===== src/rtl/sink_table_writer_pkg.sv =====
// Constants and state encoding shared by the sink-table writer, the amISink
// reader and the testbench.
package sink_table_writer_pkg;

  localparam int WORD_WIDTH = 16;
  localparam int ADDR_STEP  = 2;

  typedef enum logic [1:0] {
    IDLE,
    COLLECT,
    WRCOUNT,
    DONE
  } state_t;

endpackage


===== src/rtl/sink_table_writer.sv =====
// Writes a stream of sink IDs into shared memory as a length-prefixed table;
// the count word goes last so a reader never sees it cover unwritten entries.
module sink_table_writer #(
  parameter int WORD_WIDTH = sink_table_writer_pkg::WORD_WIDTH,
  parameter int BASE_ADDR  = 0,
  parameter int ADDR_STEP  = sink_table_writer_pkg::ADDR_STEP,
  parameter int MAX_SINKS  = 32
) (
  input  logic                  clock,
  input  logic                  reset,
  input  logic                  start,
  input  logic                  clear,
  input  logic [WORD_WIDTH-1:0] id_in,
  input  logic                  id_valid,
  input  logic                  id_last,
  output logic                  id_ready,
  output logic [WORD_WIDTH-1:0] address,
  output logic                  wr_en,
  output logic [WORD_WIDTH-1:0] mem_data_in,
  output logic                  busy,
  output logic                  done,
  output logic                  overflow
);
  import sink_table_writer_pkg::*;

  localparam int                    CW   = $clog2(MAX_SINKS + 1);
  localparam logic [WORD_WIDTH-1:0] BASE = WORD_WIDTH'(BASE_ADDR);
  localparam logic [WORD_WIDTH-1:0] STEP = WORD_WIDTH'(ADDR_STEP);
  localparam logic [CW-1:0]         MAXC = CW'(MAX_SINKS);

  state_t                state;
  logic [CW-1:0]         count;
  logic [WORD_WIDTH-1:0] entry_addr;

  // Entry slots start one word past the count word.
  assign entry_addr = BASE + STEP * (WORD_WIDTH'(count) + WORD_WIDTH'(1));

  always_ff @(posedge clock) begin
    if (!reset) begin
      state       <= IDLE;
      count       <= '0;
      id_ready    <= 1'b0;
      address     <= BASE;
      wr_en       <= 1'b0;
      mem_data_in <= '0;
      busy        <= 1'b0;
      done        <= 1'b0;
      overflow    <= 1'b0;
    end else begin
      wr_en <= 1'b0;
      done  <= 1'b0;
      case (state)
        IDLE: begin
          if (start) begin
            count    <= '0;
            overflow <= 1'b0;
            id_ready <= 1'b1;
            busy     <= 1'b1;
            state    <= COLLECT;
          end else if (clear) begin
            count    <= '0;
            overflow <= 1'b0;
            busy     <= 1'b1;
            state    <= WRCOUNT;
          end
        end
        COLLECT: begin
          if (id_valid && id_ready) begin
            // Beyond MAX_SINKS the ID is still accepted so the source drains.
            if (count < MAXC) begin
              wr_en       <= 1'b1;
              address     <= entry_addr;
              mem_data_in <= id_in;
              count       <= count + CW'(1);
            end else begin
              overflow <= 1'b1;
            end
            if (id_last) begin
              id_ready <= 1'b0;
              state    <= WRCOUNT;
            end
          end
        end
        WRCOUNT: begin
          wr_en       <= 1'b1;
          address     <= BASE;
          mem_data_in <= WORD_WIDTH'(count);
          state       <= DONE;
        end
        DONE: begin
          done  <= 1'b1;
          busy  <= 1'b0;
          state <= IDLE;
        end
        default: begin
          id_ready <= 1'b0;
          busy     <= 1'b0;
          state    <= IDLE;
        end
      endcase
    end
  end

endmodule

===== config.mk =====
export PLATFORM = sky130hd
export DESIGN_NAME = sink_table_writer
export DESIGN_NICKNAME = d
export VERILOG_FILES = /design/src/rtl/sink_table_writer_pkg.sv /design/src/rtl/sink_table_writer.sv
export SDC_FILE = /design/constraint.sdc
export NUM_CORES = 1
export LEC_CHECK = 0
export CORE_MARGIN = 2
export CORE_UTILIZATION = 41
export DETAILED_ROUTE_END_ITERATION = 10
export GPL_ROUTABILITY_DRIVEN = 0
export PLACE_DENSITY = 0.76
export SLEW_MARGIN = 5
export SYNTH_ARGS = -nofsm -noshare
export SYNTH_HDL_FRONTEND = slang
export SYNTH_SLANG_ARGS = --single-unit

===== constraint.sdc =====
create_clock -name clock -period 1.5 [get_ports clock]
set_input_delay 0.15 -clock clock [delete_from_list [all_inputs] [get_ports clock]]
set_output_delay 0.15 -clock clock [all_outputs]
set_load 0.01 [all_outputs]

==> results.sh, run 1 <==
export IMPL_worstPathRequired_ns=1.69
export IMPL_cts_hold_buf=0
export IMPL_synth_top_cells_by_count="36 x dfxtp_1, 27 x nor2_1, 15 x a22oi_1"
export IMPL_p_sw_share_pct=34.8
export IMPL_avgSynthCellArea_um2=9.37
export IMPL_clock_sinks=36
export IMPL_yosys_warnings=0
export IMPL_pwr_share_comb_pct=51.6
export IMPL_reg2regPathDepth=6
export IMPL_nFillCells=321
export IMPL_io_pins=59
export IMPL_syn_area_mm2=0.00173
export IMPL_finalSetupTns_ns=-0.160
export IMPL_async_reset_ff_share_pct=0
export IMPL_final_max_slew_viol_count=0
export IMPL_clock_root_buffer="clkbuf_8"
export IMPL_worstHoldStart="address[7]"
export IMPL_antenna_found_initial=0
export IMPL_ff_latch_area_um2=723
export IMPL_powerDensity_mw_per_mm2=1630
export IMPL_drc=0
export IMPL_pwr_share_seq_pct=28.7
export IMPL_skew_ns=0.00510
export IMPL_hp_class="register to register"
export IMPL_holdPathEnd="address[7]"
export IMPL_p_clk_share_pct=19.7
export IMPL_rsz0062_at_grt="true"
export IMPL_period_minus_slack_ns=1.55
export IMPL_initial_utilization_pct=43.0
export IMPL_antenna_left=0
export IMPL_clock_latency_ns=0.29
export IMPL_htreeDepth=2
export IMPL_grt_usage_pct=19.2
export IMPL_drive_gt1_share_pct=23.3
export IMPL_r2r_slack_ns=-0.05
export IMPL_cts_tree="built"
export IMPL_violations="setup timing"
export IMPL_ys_types=43
export IMPL_synth_most_common_cell="dfxtp_1"
export IMPL_cp_end_kind="register"
export IMPL_ys_flop_type="dfxtp_1"
export IMPL_synth_ff_latch_count=36
export IMPL_die_width_um=69.0
export IMPL_startpoint_type="register"
export IMPL_synthTopCellsByArea="dfxtp_1 42%, a22oi_1 6.5%, nor2_1 5.8%"
export IMPL_clock_path_buffers=2
export IMPL_grt_pass1_wl_mm=7.45
export IMPL_grt_max_degree=16
export IMPL_r2r_start="state[1]"
export IMPL_crit_start="state[1]"
export IMPL_yosys_area_top_type="dfxtp_1"
export IMPL_drt_wl_total_mm=4.43
export IMPL_cp_max_fo=5
export IMPL_post_route_period_util_pct=103
export IMPL_power_switching_mw=1.48
export IMPL_final_setup_viol_count=5
export IMPL_cp_arrival_ns=1.74
export IMPL_ys_seq_area_share_pct=41.6
export IMPL_fmax_mhz=645
export IMPL_multi_input_area_um2=942
export IMPL_internal_power_mw=2.77
export IMPL_peakVddDrop_uv=761
export IMPL_synth_edf_count=0
export IMPL_numCtsBuffers=5
export IMPL_syn_inst=185
export IMPL_final_core_util_pct=64.8
export IMPL_die_area_mm2=0.00477
export IMPL_synth_top_area_share_pct=41.6
export IMPL_final_nets=290
export IMPL_rr_endpoint="count[4]"
export IMPL_min_delay_path_depth=1
export IMPL_portBuffers=49
export IMPL_path_clk_slew_ns=0.07
export IMPL_core_area_mm2=0.00403
export IMPL_diodes=0
export IMPL_drtIter0Drc=82
export IMPL_crit_type="register to register"
export IMPL_maxCapViolCount=0
export IMPL_final_hold_violation_count=0
export IMPL_grt_pass1_vias=1538
export IMPL_dr_pass1_iters=4
export IMPL_vias_per_cell=5.10
export IMPL_overflow=0
export IMPL_wl_per_cell_um=14.2
export IMPL_die_h_um=69.0
export IMPL_setup_ws_ns=-0.0499
export IMPL_rows=23
export IMPL_status="finished, violations left"
export IMPL_num_vias=1591
export IMPL_p_leak_nw=1.05
export IMPL_hpwl_mm=3.07
export IMPL_synthToLayoutAreaGrowth_pct=50.5
-- sequential cells by signal, summed over array words and instances, names as in the netlist --
register and flops:
done 1, state 2, overflow 1, busy 1
mem_data_in 16, count 6, wr_en 1, id_ready 1
address 7
-- repair_timing --
action,in CTS,in global routing
pin swaps,4,2
setup buffers,3,3
gates resized for setup,5,3
cloned,0,1
setup endpoints to repair,29,29
hold endpoints to repair,0,0
-- cell type report --
| type | instances | share of cell area (%) |
|---|---|---|
| clock buffers | 6 | 2.78 |
| well taps | 50 | 2.40 |
| repair buffers | 79 | 28.5 |
| flip-flops and latches | 36 | 27.7 |
| clock inverters | 2 | 1.34 |
| multi-input cells | 131 | 36.1 |
| inverters | 8 | 1.15 |
-- per-stage QoR --
| stage | hold slack (ns) | area (um2) | worst slack (ns) | std cells | power (mW) |
|---|---|---|---|---|---|
| after global placement | 0.466 | 2410 | -0.0675 | 297 | 3.14 |
| after CTS | 0.486 | 2570 | -0.0490 | 308 | 4.17 |
| after floorplan | 0.311 | 1800 | 0.00400 | 193 | 2.46 |
| after detailed placement | 0.469 | 2410 | -0.114 | 297 | 3.18 |
| final | 0.486 | 2610 | -0.0499 | 312 | 4.25 |
| after global routing | 0.503 | 2610 | -0.100 | 312 | 4.49 |
-- worst max-delay path: stages (launching register included) --
cell and delay (ns):
dfxtp_2 0.33, inv_2 0.06, buf_6 0.11, ha_4 0.14
or3b_4 0.42, and2_4 0.17, a41o_1 0.22
-- logic make-up (layout without fill, tap and decap cells) --
| logic type | Yosys count | in the layout | share of synthesized area, % |
|---|---|---|---|
| and+or+nand+nor | 55 | 55 | 16.2 |
| xor gates and xnor gates | 3 | 3 | 1.52 |
| muxes | 10 | 10 | 5.84 |
| buffers and inverters | 27 | 95 | 9.02 |
| adders and majority gates | 7 | 7 | 5.05 |
| AOI/OAI and AO/OA | 46 | 47 | 20.6 |
| DFF | 36 | 36 | 41.6 |
| other | 1 | 9 | 0.216 |
-- power by group through the flow --
stage	sequential [mW]	combinational [mW]	clock, mW
finish	1.22	2.19	0.836
global placement	1.24	1.90	0
CTS	1.22	2.10	0.842
global route	1.24	2.37	0.877
floorplan	1.30	1.16	0
detailed placement	1.24	1.94	0
-- routing by layer --
metal | vias to the layer above | track usage [%] | share of wire [%]
met5 | - | 0 | 0
met4 | 0 | 7.19 | 1.3
met3 | 5 | 3.51 | 4.7
met2 | 43 | 31.9 | 48
met1 | 755 | 24.7 | 46
li1 | 788 | - | -
-- worst max-delay path by stage --
stage / endpoint
6_report: count[4]
3_3_place_gp: address[5]
5_1_grt: count[2]
4_1_cts: count[1]
3_5_place_dp: address[3]
2_1_floorplan: count[2]
-- cells in the final DEF (no fill, tap or decap), drive strengths merged --
cell type	n
a211oi	9
a21boi	1
a21oi	6
a22oi	15
a31oi	1
a32o	1
a41o	1
and2	2
and2b	1
and3	2
buf	30
bufinv	1
clkbuf	6
clkdlybuf4s50	49
clkinv	1
conb	9
dfxtp	36
ha	7
inv	8
mux2	1
mux2i	9
nand2	7
nand3	6
nand3b	2
nand4	1
nand4b	1
nor2	28
nor2b	1
nor3b	2
nor4	1
o211a	1
o211ai	2
o21ai	8
o31ai	1
o32ai	1
or3b	1
xnor2	2
xor2	1
No activity file was read; power rests on OpenSTA's default activity.
==> run 2, diff against run 1 <==
--- a/config.mk
+++ b/config.mk
@@ -10,6 +10,7 @@
 export DETAILED_ROUTE_END_ITERATION = 10
 export GPL_ROUTABILITY_DRIVEN = 0
 export PLACE_DENSITY = 0.76
+export REMOVE_ABC_BUFFERS = 1
 export SLEW_MARGIN = 5
 export SYNTH_ARGS = -nofsm -noshare
 export SYNTH_HDL_FRONTEND = slang
==> run 2 against run 1 <==
The flow still finishes with violations (setup timing). Largest cell class unchanged. Global-route usage is 1.2 points lower. Clock power decreased by 0.6%. Cell count down 0.32%. Sequential power is essentially flat. Design area is 1.2% higher. Combinational power rose by 3%.
==> results.sh, run 2 (synthesis gave the netlist of run 1 again) <==
export IMPL_maxCapViolCount=0
export IMPL_hpwl_mm=3.00
export IMPL_grt_max_degree=17
export IMPL_clock_sinks=36
export IMPL_p_leak_nw=1.04
export IMPL_vias_per_cell=5.07
export IMPL_portBuffers=49
export IMPL_dp_slack_ns=-0.178
export IMPL_reg_largest_list="mem_data_in: 16 flops, address: 7 flops, count: 6 flops"
export IMPL_cts_tree="built"
export IMPL_whs_ns=0.496
export IMPL_worstPathRequired_ns=1.68
export IMPL_num_vias=1577
export IMPL_drive_gt1_share_pct=26.8
export IMPL_finalSetupTns_ns=-0.0231
export IMPL_clock_path_buffers=2
export IMPL_die_width_um=69.0
export IMPL_worstHoldStart="address[7]"
export IMPL_clock_root_buffer="clkbuf_8"
export IMPL_drc=0
export IMPL_nFillCells=332
export IMPL_numCtsBuffers=5
export IMPL_drtIter0Drc=59
export IMPL_cp_cell_sequence="inv_4 -> ha_4 -> or3b_4 -> o211a_4 -> a32o_1"
export IMPL_setup_ws_ns=-0.0231
export IMPL_initial_utilization_pct=43.0
export IMPL_final_common_cell="clkdlybuf4s50_1"
export IMPL_final_max_slew_viol_count=0
export IMPL_status="finished, violations left"
export IMPL_drt_wl_total_mm=4.43
export IMPL_skew_ns=0.00591
export IMPL_path_clk_slew_ns=0.07
export IMPL_place_area_mm2=0.00237
export IMPL_fin_area_mm2=0.00264
export IMPL_largest_register="mem_data_in"
export IMPL_clock_latency_ns=0.29
export IMPL_diodes=0
export IMPL_crit_type="register to register"
export IMPL_overflow=0
export IMPL_slowest_delay_ns=0.42
export IMPL_final_nets=289
export IMPL_hp_class="register to register"
export IMPL_period_minus_slack_ns=1.52
export IMPL_grt_pass1_wl_mm=6.87
export IMPL_crit_start="state[0]"
export IMPL_r2r_start="state[0]"
export IMPL_die_area_mm2=0.00477
export IMPL_synthToLayoutAreaGrowth_pct=52.3
export IMPL_cp_arrival_ns=1.70
export IMPL_antenna_left=0
export IMPL_cts_hold_buf=0
export IMPL_grt_usage_pct=18.0
export IMPL_io_pins=59
export IMPL_peakVddDrop_uv=910
export IMPL_rows=23
export IMPL_post_route_period_util_pct=102
export IMPL_final_hold_violation_count=0
export IMPL_die_h_um=69.0
export IMPL_startpoint_type="register"
export IMPL_dr_pass1_iters=4
export IMPL_cp_end_kind="register"
export IMPL_grt_pass1_vias=1457
export IMPL_powerDensity_mw_per_mm2=1640
export IMPL_htreeDepth=2
export IMPL_rsz0062_at_grt="true"
export IMPL_wl_per_cell_um=14.2
export IMPL_crit_path_top_delay_cell="or3b_4"
export IMPL_most_common_layout_cells="49 x clkdlybuf4s50_1, 33 x dfxtp_1, 29 x buf_4, 27 x nor2_1, 9 x conb_1"
export IMPL_largest_register_ffs=16
export IMPL_final_setup_viol_count=1
export IMPL_antenna_found_initial=0
export IMPL_core_area_mm2=0.00403
export IMPL_cp_max_fo=7
export IMPL_violations="setup timing"
export IMPL_fmax_mhz=657
[run 2: cell types whose count changed in the layout (fill, tap and decap cells not counted), sizes merged]
cell and delta:
o21ai -1
[run 2: path summary, 6_finish.rpt]
kind	endpoint	slack [ns]	cells past startpoint
worst max-delay path	count[2]	-0.02	5
worst min register to register	address[7]	0.50	1
worst max register to register	count[2]	-0.02	5
worst min-delay path	address[7]	0.50	1
[run 2: area by class of cell]
class | instances | area [um2] | share of cell area, %
clock buffer | 6 | 72.6 | 2.75
sequential | 36 | 727 | 27.5
timing repair buffer | 79 | 719 | 27.2
multi-input combinational | 130 | 990 | 37.5
tap | 50 | 62.6 | 2.37
inverter | 8 | 35.0 | 1.33
clock inverter | 2 | 35.0 | 1.33
[run 2: critical path: cells and delay by family, from the launching register on]
family | cells | cell delay (ns)
compound gates | 2 | 0.41
fa+ha+maj | 1 | 0.15
flops | 1 | 0.37
simple gates | 1 | 0.42
buf+inv | 1 | 0.07
[run 2: power by group]
group	switching (mW)	internal (mW)	leakage (nW)
clock network	0.338	0.493	0.0552
logic	1.08	1.17	0.691
registers	0.117	1.13	0.293
total	1.53	2.79	1.04
[run 2: per-layer routing]
metal	share of wire [%]	vias to the layer above	routed length, um	global-route usage, %
met5	0	-	0	0
met4	2.9	0	129	10.0
met3	5.6	11	249	4.53
met2	47	49	2090	28.4
met1	44	726	1960	22.4
li1	-	791	-	-
[run 2: through the flow]
stage	utilization, %	instances	power (mW)
global route	65.6	311	4.56
CTS	63.4	309	4.13
global placement	58.9	297	3.03
detailed placement	58.9	297	3.06
floorplan	-	174	2.26
finish	65.6	311	4.33
[run 2: repair_timing]
| item | in CTS | in global routing |
|---|---|---|
| buffers inserted | 4 | 2 |
| pin swaps | 3 | 10 |
| setup endpoints to repair | 30 | 22 |
| resized for setup | 14 | 17 |
==> run 3, diff against run 2 <==
--- a/config.mk
+++ b/config.mk
@@ -6,10 +6,10 @@
 export NUM_CORES = 1
 export LEC_CHECK = 0
 export CORE_MARGIN = 2
-export CORE_UTILIZATION = 41
+export CORE_UTILIZATION = 48
 export DETAILED_ROUTE_END_ITERATION = 10
 export GPL_ROUTABILITY_DRIVEN = 0
-export PLACE_DENSITY = 0.76
+export PLACE_DENSITY = 0.89
 export REMOVE_ABC_BUFFERS = 1
 export SLEW_MARGIN = 5
 export SYNTH_ARGS = -nofsm -noshare
==> constraint.sdc (replaced) <==
create_clock -name clock -period 1.8 [get_ports clock]
set_input_delay 0.18 -clock clock [delete_from_list [all_inputs] [get_ports clock]]
set_output_delay 0.18 -clock clock [all_outputs]
set_load 0.01 [all_outputs]
==> run 3 against run 2 <==
The run now ends clean. Core utilization grew 2.7 points. Combinational power shrank 39%. Wire length shrank 13%. Clock power shrank 33%. Setup slack gained 0.12 ns. Sequential share of layout area grew 3.4 points. Design area shrank 12%. Highest routed layer unchanged.
==> results.sh, run 3 (synthesis gave the netlist of run 1 again) <==
export IMPL_fin_area_mm2=0.00233
export IMPL_finalSetupTns_ns=0
export IMPL_rsz0062_at_grt="false"
export IMPL_final_nets=265
export IMPL_crit_type="register to register"
export IMPL_ff_latch_area_um2=722
export IMPL_status="finished clean"
export IMPL_cp_arrival_ns=1.93
export IMPL_vias_per_cell=5.25
export IMPL_antenna_found_initial=0
export IMPL_numCtsBuffers=5
export IMPL_clock_sinks=36
export IMPL_startpoint_type="register"
export IMPL_portBuffers=49
export IMPL_skew_ns=0.0108
export IMPL_path_depth=5
export IMPL_die_h_um=64.1
export IMPL_htreeDepth=2
export IMPL_multi_input_area_um2=897
export IMPL_drc=0
export IMPL_min_delay_path_depth=3
export IMPL_hpwl_mm=2.80
export IMPL_grt_pass1_wl_mm=6.22
export IMPL_period_minus_slack_ns=1.70
export IMPL_hp_class="input port to register"
export IMPL_final_setup_viol_count=0
export IMPL_worstPathRequired_ns=2.03
export IMPL_initial_utilization_pct=50.8
export IMPL_die_width_um=64.1
export IMPL_largest_register_ffs=16
export IMPL_powerDensity_mw_per_mm2=1270
export IMPL_path_clk_slew_ns=0.11
export IMPL_nFillCells=264
export IMPL_reg2regPathDepth=5
export IMPL_fmax_mhz=588
export IMPL_cp_max_fo=7
export IMPL_dr_pass1_iters=4
export IMPL_final_hold_violation_count=0
export IMPL_drt_wl_total_mm=3.84
export IMPL_drtIter0Drc=86
export IMPL_cts_hold_buf=0
export IMPL_overflow=0
export IMPL_final_max_slew_viol_count=0
export IMPL_p_leak_nw=0.901
export IMPL_final_common_cell="clkdlybuf4s50_1"
export IMPL_num_vias=1486
export IMPL_core_area_mm2=0.00342
export IMPL_clock_path_buffers=2
export IMPL_wl_per_cell_um=13.6
export IMPL_antenna_left=0
export IMPL_io_pins=59
export IMPL_place_area_mm2=0.00222
export IMPL_diodes=0
export IMPL_clock_latency_ns=0.34
export IMPL_grt_usage_pct=19.2
export IMPL_grt_pass1_vias=1295
export IMPL_largest_register="mem_data_in"
export IMPL_clock_root_buffer="clkbuf_4"
export IMPL_die_area_mm2=0.00411
export IMPL_slowest_delay_ns=0.45
export IMPL_cts_tree="built"
export IMPL_post_route_period_util_pct=94.5
export IMPL_crit_path_top_delay_cell="or3b_1"
export IMPL_grt_max_degree=29
export IMPL_cp_end_kind="register"
export IMPL_most_common_layout_cells="49 x clkdlybuf4s50_1, 35 x dfxtp_1, 27 x nor2_1, 15 x a22oi_1"
export IMPL_peakVddDrop_uv=566
export IMPL_synthToLayoutAreaGrowth_pct=34.4
export IMPL_maxCapViolCount=0
export IMPL_cp_cell_sequence="inv_1 -> ha_1 -> or3b_1 -> o211a_4 -> a32o_1"
export IMPL_reg_largest_list="mem_data_in: 16 flops, address: 7 flops, count: 6 flops"
export IMPL_crit_buf_inv=1
export IMPL_drive_gt1_share_pct=11.0
export IMPL_critPathTopFamily="simple AND/OR/NAND/NOR gates"
export IMPL_rows=21
==> run 3: changes by cell type in the layout (fill, tap and decap cells not counted), sizes merged <==
cell  delta
buf     -24
==> run 3: power by group <==
group | switching [mW] | internal (mW) | leakage (nW) | total, mW
Combinational | 0.707 | 0.661 | 0.567 | 1.37
Clock | 0.268 | 0.291 | 0.0422 | 0.559
Sequential | 0.0958 | 0.931 | 0.292 | 1.03
==> run 3: path summary, 6_finish.rpt <==
check	endpoint	startpoint	slack [ns]
worst max-delay path	count[2]	state[1]	0.1
worst min-delay path	mem_data_in[6]	id_in[6]	0.47
worst max register to register	count[2]	state[1]	0.1
worst min register to register	busy	busy	0.48
==> run 3: timing repair <==
item / in CTS / in global routing
buffers inserted: 0 / 1
endpoints found under the setup margin: 0 / 23
resized for setup: 0 / 3
==> run 3: routing by layer <==
metal / up-vias / wire [um] / global-route usage (%)
met4: 0 / 53 / 7.18
li1: 751 / - / -
met2: 43 / 1890 / 31.9
met1: 688 / 1710 / 24.4
met3: 4 / 181 / 4.05
met5: - / 0 / 0
==> run 3: worst register-to-register path, stage by stage (launching register included) <==
cell and delay (ns):
dfxtp_1 0.35, inv_1 0.13, ha_1 0.25, or3b_1 0.45, o211a_4 0.20, a32o_1 0.22
==> run 3: area by class of cell <==
cell class,count,share of cell area (%)
clock buffers,6,1.77
clock inverters,2,1.50
inverters,8,1.29
multi-input cells,130,38.5
flip-flops and latches,36,31.0
well taps,46,2.47
repair buffers,55,23.5
==> run 3: through the flow <==
stage	hold slack, ns	worst slack (ns)	cells	power (mW)	utilization (%)
after CTS	0.457	0.0557	282	2.89	67.3
after global placement	0.469	0.129	274	2.31	65.1
after global routing	0.470	0.0148	283	3.14	68.2
after floorplan	0.303	0.130	174	1.88	-
final	0.468	0.0991	283	2.95	68.2
after detailed placement	0.472	0.0786	274	2.33	65.1
